--- src/rtl/wb_spi_master.sv ---
// wb_spi_master: Wishbone classic SPI master (DATA/CTRL/CS/STATUS regs, CPOL/CPHA, bit order, SCK divider, NUM_CS active-low selects, level irq)
module wb_spi_master #(
  parameter int NUM_CS      = 1,
  parameter int DIV_WIDTH   = 8,
  parameter int DEFAULT_DIV = 11
) (
  input  logic              wb_clk_i,
  input  logic              wb_rst_i,
  input  logic [3:0]        wb_adr_i,
  input  logic [31:0]       wb_dat_i,
  output logic [31:0]       wb_dat_o,
  input  logic [3:0]        wb_sel_i,
  input  logic              wb_we_i,
  input  logic              wb_cyc_i,
  input  logic              wb_stb_i,
  output logic              wb_ack_o,
  output logic              spi_sck_o,
  output logic              spi_mosi_o,
  input  logic              spi_miso_i,
  output logic [NUM_CS-1:0] spi_cs_n_o,
  output logic              irq_o
);
  localparam logic [0:0] IDLE  = 1'b0;
  localparam logic [0:0] SHIFT = 1'b1;
  logic [0:0]           r_state;
  logic                 r_ack, r_sck, r_mosi, r_in;
  logic [31:0]          r_dat_o;
  logic                 r_cpha, r_cpol, r_lsb, r_irq_en;
  logic [DIV_WIDTH-1:0] r_div, r_cnt;
  logic [NUM_CS-1:0]    r_cs_en;
  logic                 r_rx_valid, r_overrun;
  logic [7:0]           r_rx, r_sh, w_shift;
  logic [4:0]           r_edge, w_edge;
  logic                 w_req, w_in, w_tx, w_next, w_data_wr, w_unused;
  logic [31:0]          w_ctrl, w_rdata;
  always_comb begin
    w_req     = wb_cyc_i & wb_stb_i & ~r_ack;
    w_data_wr = w_req & wb_we_i & (wb_adr_i[3:2] == 2'd0) & wb_sel_i[0];
    w_edge    = r_edge + 5'd1;
    w_in      = r_cpha ? spi_miso_i : r_in;
    w_tx      = r_lsb ? r_sh[0] : r_sh[7];
    w_shift   = r_lsb ? {w_in, r_sh[7:1]} : {r_sh[6:0], w_in};
    w_next    = r_lsb ? w_shift[0] : w_shift[7];
    w_ctrl    = (32'(r_div) << 8) | {28'd0, r_irq_en, r_lsb, r_cpol, r_cpha};
    w_rdata   = wb_adr_i[3:2] == 2'd0 ? {24'd0, r_rx} :
                wb_adr_i[3:2] == 2'd1 ? w_ctrl :
                wb_adr_i[3:2] == 2'd2 ? 32'(r_cs_en) :
                {29'd0, r_overrun, r_rx_valid, r_state == SHIFT};
    w_unused  = &{wb_adr_i[1:0], wb_sel_i[3:1], wb_dat_i};
  end
  always_ff @(posedge wb_clk_i) begin
    if (wb_rst_i) begin
      r_state    <= IDLE;
      r_ack      <= 1'b0;
      r_dat_o    <= '0;
      r_sck      <= 1'b0;
      r_mosi     <= 1'b0;
      r_in       <= 1'b0;
      {r_irq_en, r_lsb, r_cpol, r_cpha} <= '0;
      r_div      <= DIV_WIDTH'(DEFAULT_DIV);
      r_cnt      <= '0;
      r_edge     <= '0;
      r_cs_en    <= '0;
      r_rx_valid <= 1'b0;
      r_overrun  <= 1'b0;
      r_rx       <= '0;
      r_sh       <= '0;
    end else begin
      r_ack <= w_req;
      if (w_req) r_dat_o <= w_rdata;
      if (w_req && wb_we_i && wb_adr_i[3:2] == 2'd1 && r_state == IDLE)
        {r_div, r_irq_en, r_lsb, r_cpol, r_cpha} <= {wb_dat_i[8+:DIV_WIDTH], wb_dat_i[3:0]};
      if (w_req && wb_we_i && wb_adr_i[3:2] == 2'd2 && wb_sel_i[0]) r_cs_en <= wb_dat_i[NUM_CS-1:0];
      if (w_req && !wb_we_i && wb_adr_i[3:2] == 2'd0) begin
        r_rx_valid <= 1'b0;
        r_overrun  <= 1'b0;
      end
      if (r_state == IDLE) begin
        r_sck <= r_cpol;
        if (w_data_wr) begin
          r_state <= SHIFT;
          r_sh    <= wb_dat_i[7:0];
          r_cnt   <= '0;
          r_edge  <= '0;
          if (!r_cpha) r_mosi <= r_lsb ? wb_dat_i[0] : wb_dat_i[7];
        end
      end else if (r_cnt != r_div) begin
        r_cnt <= r_cnt + 1'b1;
      end else begin
        r_cnt  <= '0;
        r_sck  <= ~r_sck;
        r_edge <= w_edge;
        if (w_edge[0]) begin
          if (r_cpha) r_mosi <= w_tx;
          else r_in <= spi_miso_i;
        end else begin
          r_sh <= w_shift;
          if (!r_cpha) r_mosi <= w_next;
        end
        if (w_edge == 5'd16) begin
          r_state    <= IDLE;
          r_rx       <= w_shift;
          r_rx_valid <= 1'b1;
          r_overrun  <= r_overrun | r_rx_valid;
        end
      end
    end
  end
  assign wb_ack_o   = r_ack;
  assign wb_dat_o   = r_dat_o;
  assign spi_sck_o  = r_sck;
  assign spi_mosi_o = r_mosi;
  assign spi_cs_n_o = ~r_cs_en;
  assign irq_o      = r_rx_valid & r_irq_en;
endmodule
--- config.mk ---
export PLATFORM = sky130hd
export DESIGN_NAME = wb_spi_master
export DESIGN_NICKNAME = d
export VERILOG_FILES = /design/src/rtl/wb_spi_master.sv
export SDC_FILE = /design/constraint.sdc
export NUM_CORES = 1
export LEC_CHECK = 0
export ABC_AREA = 0
export ABC_CLOCK_PERIOD_IN_PS = 3700
export CORE_AREA = 2 2 71 123
export CTS_CLUSTER_DIAMETER = 100
export DETAILED_ROUTE_END_ITERATION = 10
export DIE_AREA = 0 0 73 125
export GPL_ROUTABILITY_DRIVEN = 0
export GPL_TIMING_DRIVEN = 0
export PLACE_DENSITY_LB_ADDON = 0.12
export SLEW_MARGIN = 20
export SYNTH_ARGS = -nofsm -noshare
export SYNTH_HDL_FRONTEND = slang
export SYNTH_SLANG_ARGS = --single-unit
--- constraint.sdc ---
create_clock -name wb_clk_i -period 3.7 [get_ports wb_clk_i]
set_input_delay 0.37 -clock wb_clk_i [delete_from_list [all_inputs] [get_ports wb_clk_i]]
set_output_delay 0.37 -clock wb_clk_i [all_outputs]
set_load 0.02 [all_outputs]
Word level (Yosys, flattened, before mapping)
Cells that the tools add are included.
{"block": "classes", "n_lt_le_gt_ge": 0, "n_div": 0, "n_bitwise": 14, "muxes": 39, "n_mul": 0, "shifts": 0, "addsub": 2, "n_eq_ne": 9, "n_reduce_logical": 15}
{"cell": "2-to-1 mux 8 bit", "count": 8}
{"cell": "2-to-1 mux 16 bit", "count": 2}
{"cell": "2-to-1 mux 1 bit", "count": 25}
{"cell": "OR 16 x 4 -> 16 bit", "count": 1}
{"cell": "2-to-1 mux 5 bit", "count": 3}
{"cell": "adder 8 x 1 -> 8 bit, second input constant", "count": 1}
{"cell": "inequality test 8 bit", "count": 1}
{"cell": "logical AND 1 bit", "count": 7}
{"cell": "AND 1 bit", "count": 6}
{"cell": "inequality test 2 bit, second input constant", "count": 3}
{"cell": "NOT 1 bit", "count": 6}
{"cell": "AND reduction 3 bit", "count": 2}
{"cell": "adder 5 x 1 -> 5 bit, second input constant", "count": 1}
{"cell": "== test 5 bit, second input constant", "count": 1}
{"cell": "AND reduction 5 bit", "count": 1}
{"cell": "AND reduction 4 bit", "count": 1}
{"cell": "2-to-1 mux 3 bit", "count": 1}
{"cell": "inequality test 3 bit, second input constant", "count": 1}
{"cell": "== test 2 x 1 -> 1 bit, second input constant", "count": 1}
{"cell": "== test 2 bit, second input constant", "count": 1}
{"cell": "zero test 2 bit", "count": 1}
{"cell": "inequality test 2 x 1 -> 1 bit, second input constant", "count": 1}
{"cell": "AND reduction 2 bit", "count": 1}
{"cell": "nonzero test 2 bit", "count": 1}
{"cell": "other kinds (2)", "count": 2}
{"block": "totals", "output_inout_bits": 37, "input_bits": 46, "memories": 0, "word_cells": 97, "mem_bits_ro": 0, "ram_bits": 0, "register_bits": 81, "latch_bits": 0}

Longest topological paths before layout
Gate-level depths: netlist of the first run.
{"block": "logic_depth", "word_depth": 8, "depth_mapped": 6, "mapped_depth_nobuf": 6}

Worst setup path before layout of the first run
Ideal clock, no wire load.
{"block": "synth_timing", "path_type": "register to register", "startpoint": "register r_cnt[7]", "endpoint": "register r_rx[3]", "slack_ns": 1.913, "arrival_time_ns": 1.718, "stages_incl_launch_ff": 6, "setup_time_ns": 0.069, "t_required_ns": 3.631, "cell_sequence": "dfxtp_1 xor2_1 nor4_4 nand4_2 or4_1 o21ai_1"}
{"block": "synth_via", "elab_chain_cells": 3}
{"element": "start: declaration", "line": "29", "text": "logic [DIV_WIDTH-1:0] r_div, r_cnt;"}
{"element": "start signal: assignment", "line": "88", "text": "r_cnt <= r_cnt + 1'b1;"}
{"element": "inequality test 8 bit", "line": "87", "text": "end else if (r_cnt != r_div) begin"}
{"element": "NOT 1 bit (no source line)"}
{"element": "AND reduction 3 bit (no source line)"}
{"element": "end signal: assignment", "line": "102", "text": "r_rx <= w_shift;"}
{"element": "end: declaration", "line": "32", "text": "logic [7:0] r_rx, r_sh, w_shift;"}
Every way passes these cells.
A chain may end at the register's enable or synchronous reset.

Worst setup path in the final report of the first run
{"block": "layout_timing", "startpoint": "input port wb_stb_i", "endpoint": "register r_edge[1]"}
{"block": "layout_via", "elab_chain_cells": 7}
{"element": "start: declaration", "line": "15", "text": "input logic wb_stb_i,"}
{"element": "AND 1 bit (2 in series)", "line": "37", "text": "w_req = wb_cyc_i & wb_stb_i & ~r_ack;"}
{"element": "AND 1 bit (3 in series)", "line": "38", "text": "w_data_wr = w_req & wb_we_i & (wb_adr_i[3:2] == 2'd0) & wb_sel_i[0];"}
{"element": "nonzero test 2 bit (no source line)"}
{"element": "AND reduction 2 bit (no source line)"}
{"element": "end signal: assignment", "line": "92", "text": "r_edge <= w_edge;"}
{"element": "end: declaration", "line": "33", "text": "logic [4:0] r_edge, w_edge;"}
Every way passes these cells.

==> results of run 1 <==
[registers in the layout, summed over array words and instances, names as in the netlist]
register    count
r_rx_valid      1
spi_sck_o       1
r_irq_en        1
r_cpol          1
spi_mosi_o      1
r_cs_en         1
r_in            1
r_edge          5
r_rx            8
r_cnt           8
r_div           8
r_lsb           1
r_state         1
r_sh            8
wb_ack_o        1
wb_dat_o       16
r_cpha          1
r_overrun       1
[metrics by stage]
stage          hold slack [ns]  area, sq um
6_report                0.4545         4076
4_1_cts                 0.4574         4076
3_3_place_gp            0.4442         3780
2_1_floorplan           0.4277         3234
5_1_grt                 0.4705         4076
3_5_place_dp            0.4480         3780
[cell type report]
type | count | area [sq um] | area share [%]
Clock inverter | 6 | 57.56 | 1.412
Buffer | 39 | 209.0 | 5.126
Sequential cell | 65 | 1301 | 31.92
Multi-Input combinational cell | 268 | 1709 | 41.93
Timing Repair Buffer | 43 | 430.4 | 10.56
Tap cell | 92 | 115.1 | 2.824
Clock buffer | 10 | 239.0 | 5.862
Inverter | 4 | 15.01 | 0.3683
[layout by cell type, fill, tap and decap left out, types with 5 or more instances in the layout]
master | netlist | layout
or4_1 | 8 | 8
o21ai_0 | 20 | 20
dfxtp_1 | 65 | 65
xnor2_1 | 5 | 5
nand3_1 | 15 | 15
clkdlybuf4s50_1 | 0 | 43
clkbuf_16 | 0 | 9
xor2_1 | 8 | 8
nand3b_1 | 5 | 5
nor2_1 | 32 | 32
conb_1 | 1 | 16
nand2_1 | 23 | 23
o2111ai_1 | 6 | 6
mux2i_1 | 27 | 27
o21ai_1 | 5 | 5
and3_1 | 6 | 6
a21oi_1 | 35 | 35
clkbuf_1 | 17 | 17
buf_4 | 16 | 16
a22o_1 | 8 | 8
a31oi_1 | 5 | 5
[cells by family after synthesis]
kind of cell	count (synthesis)	synth area share, %
muxes	30	9.921
xor gates and xnor gates	13	3.583
adders and majority gates	3	1.181
DFF	65	40.94
and+or+nand+nor	115	19.80
buffers and inverters	43	7.047
AOI/OAI and AO/OA	91	17.40
other	1	0.1180
[final timing paths]
| kind | start | to | slack, ns | cells after the start |
|---|---|---|---|---|
| hold / removal | wb_dat_o[5] | wb_dat_o[5] | 0.45 | 2 |
| setup reg to reg | wb_ack_o | r_edge[1] | 1.44 | 6 |
| setup / recovery | wb_stb_i | r_edge[1] | 1.32 | 7 |
| hold reg to reg | wb_dat_o[5] | wb_dat_o[5] | 0.45 | 2 |
[power breakdown]
| group | total, mW | internal (mW) | switching (mW) |
|---|---|---|---|
| Clock | 0.842 | 0.534 | 0.308 |
| Sequential | 0.713 | 0.707 | 0.00572 |
| Combinational | 0.127 | 0.0554 | 0.0717 |
| Total | 1.68 | 1.30 | 0.385 |
[worst max-delay path, stage by stage]
cell and delay [ns]:
clkdlybuf4s50_1 0.41, and3b_1 0.18, clkbuf_1 0.18, a41oi_1 0.73, clkbuf_1 0.45, o21ai_0 0.17, a21oi_1 0.14
[routing by layer]
| metal | vias to the layer above | global-route usage [%] | wire length [um] |
|---|---|---|---|
| met5 | - | 0 | 0 |
| met3 | 16 | 5.077 | 301 |
| met2 | 70 | 34.50 | 4667 |
| met1 | 1333 | 22.39 | 3471 |
| li1 | 1412 | - | - |
| met4 | 0 | 11.87 | 294 |
==> impl_metrics.csv, run 1 <==
group,metric,value,unit
outcome,status,"complete, no violations",
floorplanning,die_y,125,um
placed_design,dp_cells,511,
sta,fin_crit_sh,64.38,%
detailed_routing,num_vias,2831,
floorplanning,initial_core_util,38.74,%
global_route,grt_pass1_vias,2810,
global_route,grt_antenna_before_repair,0,
yosys,synth_ff_type,"dfxtp_1",
sta,tightest_slew,0.8134,ns
power,power.total,1.681,mW
yosys,synth_cell_types,47,
cells_and_area,areaGrowthSynthToFinish,28.27,%
detailed_routing,via_per_inst,5.372,
placed_design,dp_slack,0.9761,ns
global_route,grt-ovfl-total,0,
sta,max-slew-margin-rel,45.06,%
global_route,grt_pass1_wl,14130,um
yosys,yosysMostFrequentCell,"dfxtp_1",
cells_and_area,drive_gt1_share,9.655,%
yosys,syn_avg_cell_area,8.803,sq um
detailed_routing,drt_wl_total,8733,um
clocking,ctsResizeCount,0,
placed_design,dpl.hpwl,6553,um
power,peakVddDrop,0.0002318,V
critical_path,crit_path_end_kind,"register",
yosys,synth_seq_cells,65,
global_route,grt_start_max_net_pins,12,
detailed_routing,drt_iter0_drc,159,
detailed_routing,drc_errors,0,
sta,setup_violations,0,
yosys,yosys_warnings,0,
yosys,ys_async_sr_fraction,0,%
sta,drv_slew,0,
yosys,synth_top_cell_by_area,"dfxtp_1",
sta,hold_viol,0,
floorplanning,core,8203,sq um
critical_path,crit_arrival,2.64,ns
sta,worst_slack,1.318,ns
sta,rsz0062_at_grt,"no",
clocking,clockBufferDepth,2,
critical_path,critPathRequiredTime,3.96,ns
floorplanning,rows,44,
clocking,path_clk_slew,0.05,ns
clocking,cts_tree,"built",
floorplanning,die_x,73,um
cells_and_area,fin_cells,527,
yosys,syn_inst,361,
yosys,synth_area_leaders,"dfxtp_1 41%, mux2i_1 8.5%, a21oi_1 5.5%",
clocking,clock-root-buffer,"clkbuf_16",
critical_path,start_kind,"input pin",
sta,skew,0.003886,ns
clocking,clock_latency,0.33,ns
floorplanning,dieArea,9125,sq um
critical_path,criticalPathCategory,"in -> reg",
placed_design,io_buffers,43,
clocking,cts_buffers,9,
cells_and_area,fin_nets,479,
clocking,ctsHoldBuffers,0,
cells_and_area,finalCoreUtilization,49.69,%
yosys,synth_top_cell_area_share,40.94,%
sta,setup_tns,0,ns
flow_run,drv_cap,0,
yosys,seq_area_frac_synth,40.94,%
floorplanning,pin_count,83,
sta,post-route-min-period,2.382,ns
hold_path,hp-class,"reg -> reg",
clocking,clkSinkCount,65,
power,p_per_area,412.5,nW/um^2
yosys,synth_common_cells,"65 x dfxtp_1, 35 x a21oi_1, 32 x nor2_1",
power,power_leakage,1.586,nW
sta,fmax,419.8,MHz
global_route,track_usage,20.43,%
detailed_routing,dr.pass1.iters,4,
critical_path,crit_fanout,10,
yosys,synth_edf_count,0,
clocking,cts_setup_buffers,0,
yosys,syn_area,3178,sq um
clocking,cts_max_level,3,
cells_and_area,diodes,0,
detailed_routing,ant_nets,0,
cells_and_area,fillers,820,
detailed_routing,wire_per_inst,16.57,um
Note: power is estimated with default switching activity, not from simulation.
==> run 2: changes to the inputs <==
--- a/config.mk
+++ b/config.mk
@@ -6,7 +6,7 @@
 export NUM_CORES = 1
 export LEC_CHECK = 0
 export ABC_AREA = 0
-export ABC_CLOCK_PERIOD_IN_PS = 3700
+export ABC_CLOCK_PERIOD_IN_PS = 2190
 export CORE_AREA = 2 2 71 123
 export CTS_CLUSTER_DIAMETER = 100
 export DETAILED_ROUTE_END_ITERATION = 10
==> constraint.sdc (replaced) <==
create_clock -name wb_clk_i -period 2.19 [get_ports wb_clk_i]
set_input_delay 0.219 -clock wb_clk_i [delete_from_list [all_inputs] [get_ports wb_clk_i]]
set_output_delay 0.219 -clock wb_clk_i [all_outputs]
set_load 0.02 [all_outputs]
==> impl_metrics.csv, run 2 (synthesis gave the netlist of run 1 again) <==
group,metric,value,unit
floorplanning,rows,44,
floorplanning,die_x,73,um
flow_run,drv_cap,0,
power,p_seq_share,42.2,%
floorplanning,dieArea,9125,sq um
sta,tightest_slew,0.6105,ns
critical_path,crit_chain,"ha_1 -> nand3_1 -> xnor2_2 -> nand4_2 -> or4_1 -> o21ai_1",
global_route,grt_antenna_before_repair,0,
critical_path,cp_num_buf_inv,0,
critical_path,startpoint,"r_edge[0]",
sta,post-route-min-period,2.018,ns
critical_path,cp_slowest_stage_delay,0.57,ns
power,swShare,23.25,%
detailed_routing,drc_errors,0,
placed_design,dpl.hpwl,6553,um
sta,hold_viol,0,
sta,fmax,495.6,MHz
global_route,grt_pass1_wl,14340,um
sta,skew,0.004264,ns
critical_path,crit_path_end_kind,"register",
critical_path,reg2reg_to,"r_rx[5]",
clocking,cts_max_level,3,
floorplanning,initial_core_util,38.74,%
critical_path,cp_slowest_cell,"or4_1",
global_route,grt_pass1_vias,2855,
clocking,path_clk_slew,0.06,ns
clocking,clockBufferDepth,2,
cells_and_area,areaGrowthSynthToFinish,30.16,%
cells_and_area,largest_reg_flops,16,
clocking,clock-root-buffer,"clkbuf_16",
critical_path,crit_arrival,2.29,ns
detailed_routing,drt_wl_total,8855,um
critical_path,criticalPathCategory,"reg -> reg",
global_route,track_usage,20.67,%
placed_design,io_buffers,43,
cells_and_area,finalCoreUtilization,50.43,%
hold_path,hp-class,"in -> reg",
detailed_routing,drt_iter0_drc,149,
cells_and_area,layout_commonest_cell,"dfxtp_1",
sta,drv_slew,0,
outcome,status,"complete, no violations",
global_route,grt_start_max_net_pins,12,
detailed_routing,wire_per_inst,16.68,um
critical_path,r2r_slack,0.17,ns
floorplanning,pin_count,83,
detailed_routing,dr.pass1.iters,4,
power,p_int,2.191,mW
cells_and_area,final_cell_mix,"64 x dfxtp_1, 43 x clkdlybuf4s50_1, 35 x a21oi_1",
cells_and_area,diodes,0,
floorplanning,core,8203,sq um
power,p_per_area,690.3,nW/um^2
power,power_leakage,1.636,nW
hold_path,hold_start,"wb_adr_i[2]",
detailed_routing,ant_nets,0,
hold_path,hold_end,"wb_dat_o[2]",
critical_path,critPathRequiredTime,2.46,ns
power,power_frac_clock,50.2,%
cells_and_area,fillers,804,
critical_path,cp_top_family,"simple AND/OR/NAND/NOR gates",
cells_and_area,fin_nets,483,
power,peakVddDrop,0.0003916,V
critical_path,r2r-start,"r_edge[0]",
critical_path,r2r_cells,6,
hold_path,min_path_cells,3,
cells_and_area,drive_gt1_share,12.98,%
critical_path,start_kind,"register",
clocking,clock_latency,0.34,ns
floorplanning,die_y,125,um
power,net-switching-power,0.6638,mW
sta,fin_crit_sh,92.13,%
cells_and_area,fin_cells,531,
clocking,cts_tree,"built",
sta,max-slew-margin-rel,59.30,%
placed_design,dp_cells,511,
critical_path,crit_fanout,10,
detailed_routing,num_vias,2869,
clocking,clkSinkCount,65,
detailed_routing,via_per_inst,5.403,
clocking,cts_buffers,9,
power,pwr-share-comb,7.6,%
global_route,grt-ovfl-total,0,
sta,rsz0062_at_grt,"no",
sta,setup_violations,0,
run 2: changes by cell type in the layout (fill, tap and decap cells not counted), sizes merged:
| cell | previous run | this run |
|---|---|---|
| buf | 22 | 25 |
| clkbuf | 27 | 28 |
run 2: per-layer routing:
| metal | part of all wire, % | GRT usage (%) | vias to the layer above |
|---|---|---|---|
| li1 | - | - | 1417 |
| met4 | 3.6 | 11.66 | 0 |
| met3 | 4.6 | 5.479 | 23 |
| met1 | 39 | 22.59 | 1342 |
| met2 | 53 | 34.92 | 87 |
| met5 | 0 | 0 | - |
run 2: metrics by stage:
step / hold slack, ns / worst slack, ns / cell area, sq um / power [mW] / setup TNS, ns
floorplan: 0.3441 / 0.4030 / 3234 / 1.355 / 0
global placement: 0.4442 / -0.3586 / 3780 / 1.442 / -7.709
detailed placement: 0.4480 / -0.3829 / 3780 / 1.444 / -8.423
CTS: 0.4431 / 0.005723 / 4115 / 2.881 / 0
global route: 0.4705 / 0.01975 / 4136 / 2.948 / 0
finish: 0.4478 / 0.1723 / 4136 / 2.855 / 0
run 2: worst max path at each step:
stage,endpoint,cells after the start
after floorplan,r_rx[3],5
after global placement,r_edge[1],7
after detailed placement,r_edge[1],7
after CTS,r_rx[5],5
after global routing,r_edge[3],6
final,r_rx[5],6
run 2: final cells by class:
| class | instances | area, sq um | share of cell area, % |
|---|---|---|---|
| multi-input cells | 268 | 1728 | 41.77 |
| flip-flops and latches | 65 | 1303 | 31.49 |
| repair buffers | 48 | 467.9 | 11.31 |
| clock buffers | 10 | 239.0 | 5.777 |
| plain buffers | 38 | 211.5 | 5.112 |
| well taps | 92 | 115.1 | 2.783 |
| clock inverters | 6 | 57.56 | 1.391 |
| inverters | 4 | 15.01 | 0.3630 |
run 2: tightest hold or removal path: stages:
cell and delay (ns):
clkbuf_1 0.27, a221oi_1 0.13, nor3_1 0.11
run 2: timing repair:
item	4_1_cts	5_1_grt
resized for setup	2	11
hold endpoints to repair	0	0
setup endpoints to repair	10	29
setup buffers	4	1
pin swaps	1	1
hold buffers	0	0
run 2: power groups by stage:
stage | clock network, mW | registers, mW | logic, mW
CTS | 1.46 | 1.20 | 0.216
global route | 1.51 | 1.20 | 0.235
floorplan | 0 | 1.23 | 0.123
finish | 1.43 | 1.20 | 0.217
detailed placement | 0 | 1.23 | 0.214
global placement | 0 | 1.23 | 0.213
==> variant: new RTL, config.mk and constraints of run 2 <==
Reset style: asynchronous (`wb_rst_i`), changed in one clocked block.
--- a/src/rtl/wb_spi_master.sv
+++ b/src/rtl/wb_spi_master.sv
@@ -48,7 +48,7 @@
                 {29'd0, r_overrun, r_rx_valid, r_state == SHIFT};
     w_unused  = &{wb_adr_i[1:0], wb_sel_i[3:1], wb_dat_i};
   end
-  always_ff @(posedge wb_clk_i) begin
+  always_ff @(posedge wb_clk_i or posedge wb_rst_i) begin
     if (wb_rst_i) begin
       r_state    <= IDLE;
       r_ack      <= 1'b0;
Behaviour: differs if wb_rst_i is asserted again (counterexample within 4 cycles, from zero or initial values and one cycle with wb_rst_i high); with wb_rst_i held inactive, the same outputs for 10 cycles.
==> variant against run 2 <==
- sequential cell count is the same
- final cell count decreased by 10%
- core utilization increased by 1.4 points
- routed wire length fell by 12%
- via count down 15%
- count of clock-buffer cells in the layout is 4 higher
- setup slack got worse by 0.082 ns
- synthesized area grew 3.8%
- final area increased by 2.8%
Power is not compared: it rests on default switching activity, and its combinational part moved more than twofold at a synthesized area within 25%.
==> variant: results <==
[place]
port_buffers = 44
dpl.cell_count = 460
place_ws_ns = -0.224
hpwlAfterDp_mm = 5.77

[logic_synthesis]
ys_seq_area_frac = 0.494
synthArstFlopShare = 1.00
ys.flop_type = dfrtp_1
avgSynthCellArea_sq_um = 10.7
synth_area_leaders = dfrtp_1, mux2_2, nand2_1
synth_cell_type_count = 48

[grt]
grt_start_max_net_pins = 36
grt_pass1_wl_mm = 12.8
grt_overflow = 0

[setup_path]
arrival_ns = 2.31
cp_max_fo = 8
cp_slowest_cell = dfstp_2
critPathLaunch = r_div[1]

[cells_and_area]
drive_above_1_share = 0.206
nFillCells = 758
seqCellArea_sq_um = 1630
finalNetCount = 428

[sta]
hold_ws_ns = 0.246
fmax_mhz = 476
fin_skew_ns = 0.00552
tightest_slew_ns = 0.584

[drt]
avgRoutedWirePerCell_um = 16.3
drt_wl_total_mm = 7.78
initialDrtViolationCount = 156

[hold_path]
hp-class = input pin to async pin

[run_status]
status = complete, no violations
## variant: worst max-delay path by stage
| stage | endpoint | cells past startpoint |
|---|---|---|
| CTS | r_rx[0] | 6 |
| global route | r_sh[7] | 6 |
| floorplan | r_sh[0] | 6 |
| global placement | spi_sck_o | 2 |
| detailed placement | r_sh[0] | 6 |
| finish | r_sh[0] | 6 |
## variant: what timing repair did
action,CTS,global route
endpoints found under the setup margin,0,9
gates resized for setup,0,4
setup buffers,0,0
## variant: report_power, final
part / leakage [nW] / internal (mW) / switching, mW
Combinational: 0.934 / 0.657 / 0.639
Sequential: 0.840 / 1.47 / 0.279
Clock: 0.153 / 0.972 / 0.486
## variant: final cells by class
cell class,instances,area share
sequential,65,0.384
multi-input combinational,220,0.357
timing repair buffer,45,0.108
clock buffer,14,0.0645
buffer,31,0.0445
tap,92,0.0271
clock inverter,2,0.00824
inverter,7,0.00677
## variant: layer usage
layer	wire length, um	global-route usage
met2	4070	0.305
met5	0	0
met4	212	0.0915
met1	3190	0.225
met3	306	0.0411
## variant: logic make-up after synthesis
| group | synth area share |
|---|---|
| AND/OR/NAND/NOR | 0.121 |
| buffers and inverters | 0.0649 |
| other | 0.00114 |
| AO/OA/AOI/OAI | 0.113 |
| multiplexers | 0.154 |
| adder cells (fa/ha/maj) | 0.0114 |
| XOR/XNOR | 0.0398 |
| flip-flops | 0.494 |
## variant: worst max-delay path, delay by kind of cell, from the launching register on
kind                   cells  cell delay (ns)
AND/OR/NAND/NOR            2             0.67
flip-flops                 1             0.57
multiplexers               1             0.30
buffers and inverters      1             0.17
XOR/XNOR                   1             0.16
AO/OA/AOI/OAI              1             0.11
